**src/rtl/flash_port_arbiter.sv**
```systemverilog
// rtl/flash_port_arbiter.sv - two-port asynchronous flash read arbiter; FLASH_ARB_ROUND_ROBIN_EN selects round-robin ties
module flash_port_arbiter #(
    parameter int P_WAIT_CYCLES = 4
) (
    input  logic        I_CLK,
    input  logic        I_RESET_L,
    input  logic        I_A_REQ,
    input  logic [23:0] I_A_ADDR,
    output logic        O_A_ACK,
    output logic [15:0] O_A_DATA,
    input  logic        I_B_REQ,
    input  logic [23:0] I_B_ADDR,
    output logic        O_B_ACK,
    output logic [15:0] O_B_DATA,
    input  logic [15:0] I_FLASH_DATA,
    output logic [23:0] O_FLASH_ADDR,
    output logic        O_FLASH_CE_L,
    output logic        O_FLASH_OE_L,
    output logic        O_ADDR_VALID_L,
    output logic        O_FLASH_WE_L,
    output logic        O_FLASH_CLK,
    output logic        O_BUSY
);

    localparam logic [1:0] S_IDLE    = 2'd0;
    localparam logic [1:0] S_WAIT    = 2'd1;
    localparam logic [1:0] S_RECOVER = 2'd2;

    localparam logic [7:0] WAIT_INIT = 8'(P_WAIT_CYCLES - 1);

    logic [1:0] state;
    logic [7:0] wait_cnt;
    logic       winner_b;
    logic       grant_b;

`ifdef FLASH_ARB_ROUND_ROBIN_EN
    logic       last_b;

    // On a tie the port that did not win the previous grant goes first.
    always_comb begin
        grant_b = 1'b0;
        if (I_A_REQ && I_B_REQ) begin
            grant_b = ~last_b;
        end else begin
            grant_b = I_B_REQ;
        end
    end

    always_ff @(posedge I_CLK) begin
        if (!I_RESET_L) begin
            last_b <= 1'b1;
        end else if (state == S_IDLE && (I_A_REQ || I_B_REQ)) begin
            last_b <= grant_b;
        end
    end
`else
    always_comb begin
        grant_b = ~I_A_REQ;
    end
`endif

    assign O_FLASH_WE_L = 1'b1;
    assign O_FLASH_CLK  = 1'b1;
    assign O_BUSY       = (state != S_IDLE);

    always_ff @(posedge I_CLK) begin
        if (!I_RESET_L) begin
            state          <= S_IDLE;
            wait_cnt       <= 8'd0;
            winner_b       <= 1'b0;
            O_A_ACK        <= 1'b0;
            O_B_ACK        <= 1'b0;
            O_A_DATA       <= 16'h0000;
            O_B_DATA       <= 16'h0000;
            O_FLASH_ADDR   <= 24'h000000;
            O_FLASH_CE_L   <= 1'b1;
            O_FLASH_OE_L   <= 1'b1;
            O_ADDR_VALID_L <= 1'b1;
        end else begin
            O_A_ACK <= 1'b0;
            O_B_ACK <= 1'b0;
            case (state)
                S_IDLE: begin
                    if (I_A_REQ || I_B_REQ) begin
                        winner_b       <= grant_b;
                        O_FLASH_ADDR   <= grant_b ? I_B_ADDR : I_A_ADDR;
                        wait_cnt       <= WAIT_INIT;
                        O_FLASH_CE_L   <= 1'b0;
                        O_FLASH_OE_L   <= 1'b0;
                        O_ADDR_VALID_L <= 1'b0;
                        state          <= S_WAIT;
                    end
                end
                S_WAIT: begin
                    if (wait_cnt == 8'd0) begin
                        if (winner_b) begin
                            O_B_DATA <= I_FLASH_DATA;
                            O_B_ACK  <= 1'b1;
                        end else begin
                            O_A_DATA <= I_FLASH_DATA;
                            O_A_ACK  <= 1'b1;
                        end
                        // Controls release together with the ack; address holds through recovery.
                        O_FLASH_CE_L   <= 1'b1;
                        O_FLASH_OE_L   <= 1'b1;
                        O_ADDR_VALID_L <= 1'b1;
                        state          <= S_RECOVER;
                    end else begin
                        wait_cnt <= wait_cnt - 8'd1;
                    end
                end
                S_RECOVER: begin
                    state <= S_IDLE;
                end
                default: begin
                    state <= S_IDLE;
                end
            endcase
        end
    end

endmodule

```
**config.mk**
```make
export PLATFORM = sky130hd
export DESIGN_NAME = flash_port_arbiter
export DESIGN_NICKNAME = d
export VERILOG_FILES = /design/src/rtl/flash_port_arbiter.sv
export SDC_FILE = /design/constraint.sdc
export NUM_CORES = 1
export LEC_CHECK = 0
export CAP_MARGIN = 15
export CELL_PAD_IN_SITES_DETAIL_PLACEMENT = 1
export CELL_PAD_IN_SITES_GLOBAL_PLACEMENT = 1
export CORE_MARGIN = 3
export CORE_UTILIZATION = 31
export DETAILED_ROUTE_END_ITERATION = 10
export PLACE_DENSITY = 0.81
export SLEW_MARGIN = 20
export SYNTH_ARGS = -nofsm -noshare
export SYNTH_HDL_FRONTEND = slang
export SYNTH_SLANG_ARGS = --single-unit
```
**constraint.sdc**
```tcl
create_clock -name I_CLK -period 5.76 [get_ports I_CLK]
set_clock_uncertainty 0.1 [all_clocks]
set_input_delay 1.152 -clock I_CLK [delete_from_list [all_inputs] [get_ports I_CLK]]
set_output_delay 1.152 -clock I_CLK [all_outputs]
set_load 0.1 [all_outputs]
```
==> results of run 1 <==
[layer usage]
metal	global-route usage	wire (um)	up-vias
li1	-	-	1359
met1	0.206	3800	1279
met2	0.286	4230	105
met3	0.0648	800	9
met4	0.0605	109	0
met5	0	0	-
[final cells by class]
cell class / count / area [um^2]
Sequential cell: 70 / 1400
Fill cell: 1061 / 4520
Clock buffer: 12 / 145
Inverter: 6 / 23.8
Multi-Input combinational cell: 228 / 1300
Clock inverter: 4 / 22.5
Timing Repair Buffer: 130 / 1300
Tap cell: 108 / 135
[worst register-to-register path: stages (launching register included)]
cell and delay (ns):
dfxtp_1 0.33, inv_1 0.10, ha_1 0.14, nor3b_2 0.44, nand4_1 0.71, nand2_1 0.28
a21oi_1 0.11
[power breakdown]
part / total [mW] / switching (mW) / internal [mW]
sequential: 0.603 / 0.0494 / 0.554
clock: 0.340 / 0.174 / 0.166
combinational: 0.862 / 0.636 / 0.225
[path summary, 6_finish.rpt]
kind	slack (ns)	depth (start not counted)	to	startpoint
worst max register to register	3.40	6	O_B_DATA[4]	wait_cnt[0]
worst min register to register	0.35	2	O_B_DATA[6]	O_B_DATA[6]
worst min-delay path	0.35	2	O_B_DATA[6]	O_B_DATA[6]
worst max-delay path	2.34	3	O_BUSY	state[0]
[kinds of logic (layout without fill, tap and decap cells)]
group,count (synthesis),after routing,synth area share
adders and majority gates,2,2,0.00874
AOI/OAI and AO/OA,77,77,0.165
and+or+nand+nor,123,123,0.191
buffers and inverters,32,152,0.0607
muxes,24,24,0.0839
DFF,70,70,0.489
other,1,2,0.00131
[through the flow]
step                      hold slack (ns)  std cells   util
after floorplan                     0.365        330      -
after global placement              0.337        542  0.470
after detailed placement            0.345        542  0.470
after CTS                           0.355        558  0.489
after global routing                0.384        558  0.489
final                               0.352        558  0.489
[sequential cells by signal, indices dropped and copies added, names as in the netlist]
register        count
O_FLASH_ADDR       24
O_A_DATA           16
O_B_DATA           16
wait_cnt            8
state               2
O_ADDR_VALID_L      1
O_A_ACK             1
O_B_ACK             1
winner_b            1
[cell usage after synthesis, drive strengths merged]
cell / instances
dfxtp: 70
nand2: 69
a21oi: 39
nor2: 32
a211oi: 25
mux2i: 24
buf: 17
clkbuf: 9
inv: 6
o21ai: 6
or3: 5
nor3: 3
a311oi: 2
ha: 2
nand3: 2
nand4: 2
nand4b: 2
a311o: 1
a31o: 1
and4: 1
and4b: 1
conb: 1
nor2b: 1
nor3b: 1
nor4: 1
nor4b: 1
o21a: 1
o311ai: 1
o31ai: 1
or2: 1
or4: 1
==> results.md, run 1 <==
* # nets final at slightly above 500
* Ports at ~130
* Layout cells sized above 1 at 0.0467
* Post_cts resized at 0
* Area leader, netlist: dfxtp_1
* Netlist Area Pre-Place at 2860 um^2
* Syn-to-layout area delta at 51.1%
* GRT overflow at 0
* Skew-Pair Late Insertion Delay at about 0.33 ns
* DRT iter0 DRCs at 48
* Leak at 1.59 nW
* Slew HR at 0.314
* Wire length of the first global-routing pass at about 14 mm
* TritonCTS clock tree: done
* Routability Congestion at ~0.75
* Vias in the first global route at 2878
* Final wirelength at 8.94 mm
* Max VDD drop at 0.237 mV
* Most common cell after layout, fill and taps aside: clkdlybuf4s50_1
* Synthesized flop and latch total at 70
* Post-synth cell types at 35
* Buf/Inv on CP at 2
* Vias after detailed routing at 2752
* Crit path max fanout at 5
* H-tree Lvls at 3
* Power per cell area at 417 nW/um^2
* Ys Warns at 0
* Initial Util at 0.324
* Clock buffer depth at 2
* Largest net degree at the start of global routing at 63
* Core area at 8850 um^2
* Final period util at 0.594
* Post-cts hold buffer count at 0
* WP data required at 4.51 ns
* Worst EP arrival at 2.17 ns
* Top delay family on crit path: buffers and inverters
* # Post-CTS Setup Buffers at 0
* Die area at around 10000 um^2
* Worst setup EP type: output pin
* Minimum clock period at 3.42 ns
* Most frequent cells in the layout: clkdlybuf4s50_1 (129), dfxtp_1 (70), nand2_1 (69), a21oi_1 (39), nor2_1 (31)
* Area share of the largest cell type after synthesis at 0.489
* DP Area at just over 4000 um^2
* Antenna diodes at 0
* Fin area at 4330 um^2
* Die width at a little over 100 um
* Slowest stage delay, CP at 1.19 ns
* Wire length per cell at 16.0 um
* Initial antenna violation count at 0
* GRT Overall Usage at 0.173
* CP max stage cell: clkdlybuf4s50_1
* Cells along the critical path: nor2_1, inv_1, clkdlybuf4s50_1
* CTS clk-pin slew, worst paths at 0.07 ns
* CP Launch Type: flip-flop
* Rows at 34
* Vias/cell at 4.93
* Min-Delay Path Class: flip-flop to flip-flop
* Num CTS Buffers at 9
* Final hold vios at 0
* Fmax at 292 MHz
* PnR worst setup slack at approximately 2.3 ns
* Largest cells by area after synthesis: dfxtp_1 (49%), nand2_1 (9.0%), mux2i_1 (8.4%)
* Pwr Total at between 1.5 and 2 mW
* Num Clock Sinks at 70
* DP HPWL at 6.64 mm
* Cells after Synth at 329
* Port Buf Inserts at ~130
* Clk root buf: clkbuf_8
* Fin. max-slew vios at 0
* Slew @ Worst Pin at 1.03 ns
* Die height at 102 um
* Final antenna-violating net count at 0
* Critical path type: flip-flop to output pin
* Setup Viol. Count Final at 0
* RSZ-0062 raised after global routing: no
* First-pass DRT Iterations at 3
* DP Worst Slack at approximately 2.2 ns
* Seq/Total Area, Yosys at 0.489
* Setup TNS at 0 ns
* Max-Cap Viols at 0
* Residual DRC at 0
* Synthesized area per cell at 8.71 um^2
* Status: completed
Power figures use the tool's default switching activity.
==> run 2, diff against run 1 <==
CORE_UTILIZATION = 26   (was 31)
PLACE_DENSITY = 0.72   (was 0.81)
clock period = 3 ns   (was 5.76 ns; I/O delays follow)
==> results.md, run 2 (synthesized netlist as in run 1, its figures left out) <==
* Setup Viol. Count Final at 0
* Largest net degree at the start of global routing at 49
* CP Launch Point: wait_cnt[0]
* Crit path max fanout at 16
* RSZ-0062 raised after global routing: no
* Vias after detailed routing at 2753
* Slew @ Worst Pin at roughly 0.74 ns
* DRT iter0 DRCs at just over 80
* Most flops, register: O_FLASH_ADDR
* TritonCTS clock tree: done
* Combinational power share at 0.458
* PnR worst setup slack at 0.782 ns
* Initial Util at 0.273
* Clock buffer depth at 2
* Residual DRC at 0
* Clk root buf: clkbuf_8
* R2r setup slk at 0.78 ns
* Final period util at 0.739
* CP Launch Type: flip-flop
* Slew HR at 0.507
* Reg2Reg Capture Point: O_A_DATA[10]
* Met1 wire length at around 4 mm
* Fmax at 451 MHz
* Wire length of the first global-routing pass at 14.4 mm
* Core area at ~11000 um^2
* H-tree Lvls at 3
* Num Clock Sinks at 70
* R2r startpoint: wait_cnt[0]
* Critical path type: flip-flop to flip-flop
* Setup TNS at 0 ns
* Leak at 1.73 nW
* Max-Cap Viols at 0
* Die area at 12300 um^2
* Vias in the first global route at 2860
* GRT Overall Usage at 0.144
* Worst EP arrival at 2.38 ns
* Status: completed
* Fin. max-slew vios at 0
* DP Worst Slack at 0.493 ns
* Die height at between 100 and 150 um
* DR WL met3 at 844 um
* Antenna diodes at 0
* Post-layout util at 0.407
* Port Buf Inserts at approximately 130
* Seq pwr share at 0.326
* Number of flip-flops in the largest register at 24
* Power per cell area at 830 nW/um^2
* WL met2 at between 4 and 5 mm
* Max VDD drop at 0.553 mV
* First-pass DRT Iterations at 5
* P_sw at 1.69 mW
* Die width at 111 um
* Post_cts resized at 0
* CP endpoint: O_A_DATA[10]
* Reg2reg path depth at 6
* Final hold vios at 0
* Skew-Pair Late Insertion Delay at 0.34 ns
* Syn-to-layout area delta at 49.5%
* Wire length per cell at 15.0 um
* Ports at 132
* Initial antenna violation count at 0
* Most frequent cells in the layout: dfxtp_1 (70), nand2_1 (69), buf_4 (69), clkdlybuf4s50_1 (67), a21oi_1 (39)
* # Post-CTS Setup Buffers at 0
* Max Used Layer: met4
* Int Pwr at about 1.9 mW
* Biggest regs: O_FLASH_ADDR: 24 flops, O_A_DATA: 16 flops, O_B_DATA: 16 flops
* CTS clk-pin slew, worst paths at approximately 0.080 ns
* Layout cells sized above 1 at 0.197
* Rows at 37
* DP HPWL at 6.86 mm
* Final antenna-violating net count at 0
* GRT overflow at 0
* Num CTS Buffers at 9
* Minimum clock period at 2.22 ns
* Clock Power Share at 0.216
* FILL cells at 1205
* Post-cts hold buffer count at 0
* Switch share at 0.477
* Most common cell after layout, fill and taps aside: dfxtp_1
* # nets final at between 500 and 600
* Vias/cell at 4.65
* WP data required at 3.16 ns
* Min-Delay Path Class: flip-flop to flip-flop
* Routability Congestion at about 0.74
* Final wirelength at around 8.9 mm
* Worst setup EP type: flip-flop
[run 2: per-stage QoR]
step / cell area, um^2 / cells / hold WS [ns] / total power, mW
after floorplan: 2870 / 330 / 0.365 / 2.43
after global placement: 4080 / 576 / 0.340 / 2.78
after detailed placement: 4080 / 576 / 0.350 / 2.82
after CTS: 4280 / 592 / 0.360 / 3.60
after global routing: 4280 / 592 / 0.381 / 3.74
final: 4280 / 592 / 0.353 / 3.55
[run 2: routing by layer]
| layer | vias up | track usage |
|---|---|---|
| met5 | - | 0 |
| met4 | 0 | 0.0411 |
| met3 | 12 | 0.0600 |
| met2 | 110 | 0.240 |
| met1 | 1250 | 0.170 |
| li1 | 1381 | - |
[run 2: worst min path at each step]
stage | startpoint | end | slack (ns) | cells after the start
after global routing | O_A_DATA[12] | O_A_DATA[12] | 0.38 | 2
after CTS | O_A_DATA[4] | O_A_DATA[4] | 0.36 | 2
final | O_A_DATA[4] | O_A_DATA[4] | 0.35 | 2
after floorplan | winner_b | O_B_ACK | 0.36 | 2
after global placement | O_B_DATA[9] | O_B_DATA[9] | 0.34 | 2
after detailed placement | O_A_DATA[4] | O_A_DATA[4] | 0.35 | 2
[run 2: worst max-delay path: stages (launching register included)]
cell     delay, ns
dfxtp_1       0.34
inv_1         0.12
ha_1          0.16
nor3b_2       0.40
and4b_1       0.71
nand2_1       0.13
a21oi_1       0.17
[run 2: layout make-up]
class	count	area [um^2]	share of cell area
Inverter	6	22.5	0.00526
Timing Repair Buffer	136	1190	0.278
Clock buffer	10	128	0.0298
Tap cell	136	170	0.0398
Clock inverter	6	70.1	0.0164
Sequential cell	70	1400	0.327
Multi-Input combinational cell	228	1300	0.304
[run 2: power groups by stage]
stage | combinational, mW | clock [mW] | sequential [mW]
3_5_place_dp | 1.64 | 0 | 1.18
4_1_cts | 1.64 | 0.794 | 1.16
2_1_floorplan | 0.547 | 0 | 1.88
5_1_grt | 1.73 | 0.835 | 1.18
3_3_place_gp | 1.61 | 0 | 1.17
6_report | 1.63 | 0.767 | 1.16
==> RTL change (settings of run 2) <==
The option `FLASH_ARB_ROUND_ROBIN_EN` is turned on by a define.
--- a/src/rtl/flash_port_arbiter.sv
+++ b/src/rtl/flash_port_arbiter.sv
@@ -1,2 +1,4 @@
 // rtl/flash_port_arbiter.sv - two-port asynchronous flash read arbiter; FLASH_ARB_ROUND_ROBIN_EN selects round-robin ties
+`define FLASH_ARB_ROUND_ROBIN_EN
+
 module flash_port_arbiter #(
Behaviour: not the same (a bounded check fails within 10 cycles, from zero or initial values and one cycle with I_RESET_L low).
==> RTL change against run 2 <==
Sequential cell count increased by 1. Largest power group unchanged. Combinational power is 26% higher. Fmax decreased by 2.6%. Critical path depth unchanged. Largest cell class unchanged. Power rose by 19%. Die area is 1.3% higher. Cell area rose by 2.6%. First-iteration DRC count rose by 38%. Area after synthesis grew 1.4%. Setup slack lost 58 ps. Wire length is 3.7% lower.
==> RTL change: results <==
set metrics [dict create \
    synth_compound_gate_area_share_pct 16.3 \
    ys.warnings.count 0 \
    gr-usage-all-layers_pct 13.5 \
    grt_max_degree 65 \
    post_synth_cell_types 36 \
    syn-mean-instance-area_um2 8.74 \
    via_count 2784 \
    largestRegisters "O_FLASH_ADDR x24, O_A_DATA x16, O_B_DATA x16" \
    share_of_the_synthesized_netlist_area_taken_by_xor_and_xnor_gates_pct 0 \
    run_status "completed" \
    drt_pass1_iterations 4 \
    cts_h_tree_depth 3 \
    violation_count_after_the_first_detailed_route_iteration 112 \
    placed_cells_incl_taps 574 \
    synth.cells.most_frequent "sky130_fd_sc_hd__dfxtp_1 (71), sky130_fd_sc_hd__nand2_1 (39), sky130_fd_sc_hd__nand3_1 (33), sky130_fd_sc_hd__o21ai_0 (33), sky130_fd_sc_hd__nor2_1 (28)" \
    io_buffers 129 \
    worst_ir_drop_vdd_uv 414 \
    layout.nets 519 \
    critical_path.max_stage_delay_ps 670 \
    critical-path-top-delay-family "simple AND/OR/NAND/NOR gates" \
    p_leak_nw 1.78 \
    drive_above_1_share_pct 20.3 \
    share_of_synthesized_flip_flops_with_an_asynchronous_set_or_reset_pct 0 \
    global_route_wire_length_before_repair_um 14000 \
    muxShareOfSynthArea_pct 8.28 \
    cp_max_fo 13 \
    hold_path.class "register to register" \
    place_ws_ps 415 \
    insertion_delay_ps 330 \
    tritoncts.num_buffers 9 \
    final_estimated_routing_congestion_in_global_placement 0.725 \
    slowest_stage "sky130_fd_sc_hd__nor3b_1" \
    postCtsResizedCells 0 \
    fin_cells 589 \
    dp_hpwl_um 6460 \
    arrival_ps 2390 \
    worst_setup_hold_path_clk_slew_ps 70 \
    routed_length_per_instance_um 14.5 \
    grt_antenna_before_repair 0 \
    synth_area_leaders "sky130_fd_sc_hd__dfxtp_1 (49%), sky130_fd_sc_hd__mux2i_1 (8.3%), sky130_fd_sc_hd__a211oi_1 (6.7%)" \
    worst-slew-pin-transition_ps 805 \
    post_synth_fa_ha_maj_area_fraction_pct 0.862 \
    synth.yosys.seq_area_share_pct 49.0 \
]
## RTL change: cell types whose count changed in the layout (fill, tap and decap cells not counted), sizes merged, moves of 3 or more
cell / before / now
a21oi: 39 / 8
nand3: 2 / 33
nand2: 69 / 39
o21ai: 6 / 33
nor2: 32 / 28
o31ai: 1 / 5
or4: 1 / 5
inv: 7 / 4
or2: 1 / 4
## RTL change: cell type report
cell class | instances | area, um^2
clock inverters | 5 | 106
well taps | 136 | 170
fillers | 1223 | 6210
multi-input cells | 228 | 1350
clock buffers | 10 | 138
repair buffers | 135 | 1190
inverters | 4 | 15.0
flip-flops and latches | 71 | 1420
## RTL change: worst paths after layout
| path | from | cells past startpoint | slack, ps | endpoint |
|---|---|---|---|---|
| worst max-delay path | wait_cnt[0] | 6 | 720 | wait_cnt[3] |
| worst min-delay path | O_A_DATA[9] | 2 | 360 | O_A_DATA[9] |
| worst max register to register | wait_cnt[0] | 6 | 720 | wait_cnt[3] |
| worst min register to register | O_A_DATA[9] | 2 | 360 | O_A_DATA[9] |
## RTL change: metal layers
metal	track usage, %	part of all wire (%)	vias to the layer above
met5	0	0	-
met4	4.14	0.74	0
met3	5.33	9.8	6
met2	21.4	45	112
met1	17.0	45	1265
li1	-	-	1401
## RTL change: metrics by stage
stage                     util, %  instance area [um^2]  hold WS, ps
after floorplan                 -                  2910          336
after global placement       39.1                  4150          345
after CTS                    41.4                  4390          369
after detailed placement     39.1                  4150          356
after global routing         41.4                  4390          374
final                        41.4                  4390          363
## RTL change: power by group
group          switching [mW]  leakage (nW)  total, mW  internal [mW]
clock network           0.361         0.119      0.933          0.572
logic                    1.54          1.08       2.05          0.516
registers               0.120         0.581       1.24           1.12
